==> src/rtl/pc_sequencer.sv <==
// Multi-cycle instruction sequencer: steps through fetch, execute, memory and writeback.
// It computes the next PC and strobes the PC and register file at retirement.
module pc_sequencer #(
    parameter logic [31:0] RESET_PC = 32'h0000_0000
) (
    input  logic        clk,
    input  logic        reset,
    input  logic [31:0] pc_cur,
    output logic [31:0] pc_next,
    output logic        pc_we,
    output logic        imem_req,
    input  logic        imem_ack,
    input  logic        dmem_op,
    output logic        dmem_req,
    input  logic        dmem_ack,
    input  logic        is_branch,
    input  logic        branch_taken,
    input  logic        is_jal,
    input  logic        is_jalr,
    input  logic [31:0] target,
    input  logic        halt,
    output logic        rf_we,
    output logic [31:0] instret,
    output logic        misalign,
    output logic [2:0]  state
);

    typedef enum logic [2:0] {
        INIT   = 3'd0,
        FETCH  = 3'd1,
        EXEC   = 3'd2,
        MEM    = 3'd3,
        WB     = 3'd4,
        HALTED = 3'd5,
        TRAP   = 3'd6
    } state_t;

    state_t      cur_state;
    state_t      next_state;
    logic        reset_q;
    logic [31:0] candidate;
    logic        aligned;

    assign state = cur_state;

    always_comb begin
        if (is_jalr) begin
            candidate = {target[31:1], 1'b0};
        end else if (is_jal || (is_branch && branch_taken)) begin
            candidate = target;
        end else begin
            candidate = pc_cur + 32'd4;
        end
        aligned = (candidate[1:0] == 2'b00);
    end

    // reset_q keeps INIT silent for the cycle right after a reset edge, so the
    // RESET_PC load strobe only appears once reset has been released.
    always_ff @(posedge clk) begin
        if (reset) begin
            cur_state <= INIT;
            reset_q   <= 1'b1;
            instret   <= 32'd0;
            misalign  <= 1'b0;
        end else begin
            reset_q   <= 1'b0;
            cur_state <= next_state;
            if (cur_state == WB) begin
                if (aligned) begin
                    instret <= instret + 32'd1;
                end else begin
                    misalign <= 1'b1;
                end
            end
        end
    end

    always_comb begin
        next_state = cur_state;
        pc_next    = pc_cur;
        pc_we      = 1'b0;
        imem_req   = 1'b0;
        dmem_req   = 1'b0;
        rf_we      = 1'b0;
        case (cur_state)
            INIT: begin
                if (!reset_q) begin
                    pc_we      = 1'b1;
                    pc_next    = RESET_PC;
                    next_state = FETCH;
                end
            end
            FETCH: begin
                imem_req = 1'b1;
                if (imem_ack) begin
                    next_state = EXEC;
                end
            end
            EXEC: begin
                next_state = dmem_op ? MEM : WB;
            end
            MEM: begin
                dmem_req = 1'b1;
                if (dmem_ack) begin
                    next_state = WB;
                end
            end
            WB: begin
                // A misaligned target traps even when halt is also requested.
                if (aligned) begin
                    pc_we      = 1'b1;
                    rf_we      = 1'b1;
                    pc_next    = candidate;
                    next_state = halt ? HALTED : FETCH;
                end else begin
                    next_state = TRAP;
                end
            end
            HALTED: next_state = HALTED;
            TRAP:   next_state = TRAP;
            default: next_state = INIT;
        endcase
    end

endmodule

==> config.mk <==
export PLATFORM = sky130hd
export DESIGN_NAME = pc_sequencer
export DESIGN_NICKNAME = d
export VERILOG_FILES = /design/src/rtl/pc_sequencer.sv
export SDC_FILE = /design/constraint.sdc
export NUM_CORES = 1
export LEC_CHECK = 0
export ABC_AREA = 1
export CORE_MARGIN = 1.5
export CORE_UTILIZATION = 50
export DETAILED_ROUTE_END_ITERATION = 10
export PLACE_DENSITY = 0.95
export SLEW_MARGIN = 20
export SYNTH_ARGS = -nofsm -noshare
export SYNTH_HDL_FRONTEND = slang
export SYNTH_SLANG_ARGS = --single-unit
==> constraint.sdc <==
create_clock -name clk -period 3.85 [get_ports clk]
set_input_delay 0.5775 -clock clk [delete_from_list [all_inputs] [get_ports clk]]
set_output_delay 0.5775 -clock clk [all_outputs]
set_load 0.01 [all_outputs]
==> flow_summary.yaml <==
clock_tree:
  postCtsSetupRepairBufs: 0
  htree_levels: 2
  cts_tree: "yes"
  post_cts_resized: 0
  clock-root-buffer: "clkbuf_8"
  cts.path.max_buffers: 2
  clk_pin_slew_worst_paths_ps: 70
  cts_buffers: 5
  cts.sinks: 37
  clock_latency_ps: 290
  postCtsHoldBufs: 0
final_layout:
  multi_input_area_sq_um: 3005
  syn_to_final_growth_pct: 37.96
  final_common_cell: "nand2_1"
  fill_cells: 695
  final_cell_mix: "nand2_1 (378), clkdlybuf4s50_1 (145), nor2_1 (109), inv_1 (55), nand3_1 (44)"
  drive_gt1_frac: 0.06149
  nNetsFinal: 1002
  seqCellArea_sq_um: 740.7
  num_antenna_cells: 0
min_path:
  hold_depth: 2
  holdPathEnd: "misalign"
  hold_class: "register to register"
  worstHoldStart: "misalign"
place:
  io_buffers: 145
  routabilityCongestion: 0.9936
  place_hpwl_mm: 10.33
yosys:
  synth_cell_type_count: 32
  synth_top_area_share: 0.3449
  synth_area_sq_um: 4114
  yosys.area.top_type: "nand2_1"
  synthesis.instances: 792
  ys_seq_area_frac: 0.1800
  synth-seq-cells: 37
  synth_nets: 868
  synthTopCellsByArea: "nand2_1 (34%), dfxtp_1 (18%), nor2_1 (9.9%), nand3_1 (5.4%), inv_1 (5.0%)"
  avgSynthCellArea_sq_um: 5.194
  synth_warnings: 0
floorplan:
  io_pins: 146
  die_w_microns: 93.71
  fp.dieArea_sq_um: 8781
  fp-row-count: 32
  coreArea_sq_um: 7848
  die_h_microns: 93.71
  start_util: 0.5242
timing:
  fin_tns_setup_ps: 0
  hold_violations: 0
  slew_violations: 0
  fin_hold_ws_ps: 467.8
  setup_viol: 0
  worst_pin_slew_ps: 561.0
  rsz0062_at_grt: "no"
  period_minus_slack_ps: 3589
  fin_crit_sh: 0.9321
  skew_ps: 9.113
  fmax_ghz: 0.2786
  slew_headroom: 0.6251
global_route:
  overflow: 0
  grt_util_all_layers: 0.3095
  antenna_found_initial: 0
  grt_pass1_wl_mm: 21.94
  grt_max_degree: 47
  grt_pass1_vias: 4833
detailed_routing:
  via_per_inst: 5.136
  wire_per_inst_microns: 12.94
  totalWireLength_mm: 13.31
  dr.pass1.iters: 5
  drc: 0
  ant_nets: 0
  drt_iter0_drc: 296
  num_vias: 5285
power_and_ir_drop:
  p_comb_frac: 0.574
  ir_drop_mv: 0.2288
  power_leakage_nw: 2.354
  power_frac_seq: 0.260
  switchingPower_mw: 0.6211
  p_total_mw: 1.606
  swShare: 0.3868
  powerDensity_nw_per_um2: 283.0
  clockPowerShare: 0.166
  p_int_mw: 0.9848
critical_path:
  regToRegEndpoint: "instret[3]"
  worst_ep_arrival_time_ps: 3010
  endpoint_kind: "primary output"
  reg2reg_slack_ps: 1640
  path_max_fanout: 8
  reg2reg_depth: 7
  crit_required_ps: 3270
  rr_startpoint: "state[2]"
  critPathLaunchType: "primary input"
  crit_type: "primary input to primary output"
run_status:
  status: "completed"
job:
  drv_cap: 0
==> per-layer routing <==
metal  track usage  up-vias  share of wire
met5             0        -              0
met4        0.1082        0          0.029
met3       0.05663       37          0.096
met2        0.5495      230           0.47
met1        0.3714     2303           0.40
li1              -     2715              -
==> power groups by stage <==
stage                     Sequential, mW  Clock, mW  Combinational, mW
after global placement             0.426          0              0.904
after CTS                          0.418      0.268              0.917
after detailed placement           0.426          0              0.916
after global routing               0.421      0.283               1.00
after floorplan                    0.421          0              0.461
final                              0.418      0.267              0.921
==> sequential cells by signal, summed over array words and instances (netlist names) <==
| signal | flops |
|---|---|
| misalign | 1 |
| instret | 32 |
| state | 3 |
| reset_q | 1 |
==> critical path, cell delays in order <==
cell and delay (ps):
clkdlybuf4s50_1 630, ha_1 320, nand2_1 130, nor2_2 150, nand2_1 140, nor2_2 170
or2_2 130, nand3_1 50, nand2_1 70, nand2_1 50, nand2_1 60, clkdlybuf4s50_1 520
==> cell families (layout without fill, tap and decap cells) <==
logic type / after synthesis / after routing / share of synthesized area
compound gates: 57 / 57 / 0.07330
xor+xnor: 24 / 24 / 0.05110
fa+ha+maj: 2 / 2 / 0.006082
buf+inv: 83 / 218 / 0.08941
flops: 37 / 37 / 0.1800
mux: 1 / 1 / 0.002433
simple gates: 588 / 588 / 0.5976
==> final cells by class <==
type | instances | share of cell area
Clock buffer | 6 | 0.01279
Clock inverter | 2 | 0.001764
Inverter | 59 | 0.03924
Multi-Input combinational cell | 672 | 0.5295
Sequential cell | 37 | 0.1305
Tap cell | 102 | 0.02249
Timing Repair Buffer | 151 | 0.2637
==> how the worst max path moves through the flow <==
stage	start	to	cells past startpoint	slack (ps)
after CTS	pc_cur[2]	pc_next[12]	12	290
after detailed placement	pc_cur[2]	pc_next[12]	12	310
after global placement	pc_cur[2]	pc_next[12]	12	370
final	pc_cur[2]	pc_next[12]	12	260
after floorplan	pc_cur[2]	pc_next[12]	10	1640
after global routing	pc_cur[2]	pc_next[28]	13	70
==> Yosys cell counts <==
| cell type | count |
|---|---|
| a21boi_0 | 1 |
| a21oi_1 | 39 |
| a22oi_1 | 1 |
| buf_1 | 1 |
| buf_2 | 7 |
| buf_4 | 4 |
| buf_6 | 4 |
| clkbuf_1 | 7 |
| clkbuf_2 | 1 |
| clkinv_2 | 1 |
| dfxtp_1 | 37 |
| ha_1 | 2 |
| inv_1 | 55 |
| inv_2 | 3 |
| mux2i_1 | 1 |
| nand2_1 | 378 |
| nand2_2 | 5 |
| nand3_1 | 44 |
| nand3_2 | 1 |
| nand3b_1 | 16 |
| nor2_1 | 109 |
| nor2_2 | 8 |
| nor2_4 | 6 |
| nor4_1 | 1 |
| o211ai_1 | 1 |
| o21ai_0 | 12 |
| o21ai_2 | 1 |
| o21bai_1 | 2 |
| or2_1 | 1 |
| or2_2 | 19 |
| xnor2_1 | 9 |
| xor2_1 | 15 |
==> metrics by stage <==
stage	cell area, sq um	util	std cells	setup WS [ps]
2_1_floorplan	4114	-	792	1635
5_1_grt	5675	0.7232	1029	73.46
4_1_cts	5675	0.7232	1029	294.3
3_3_place_gp	5593	0.7127	1021	365.2
6_report	5675	0.7232	1029	261.3
3_5_place_dp	5593	0.7127	1021	308.2
No activity file was read; power rests on OpenSTA's default activity.
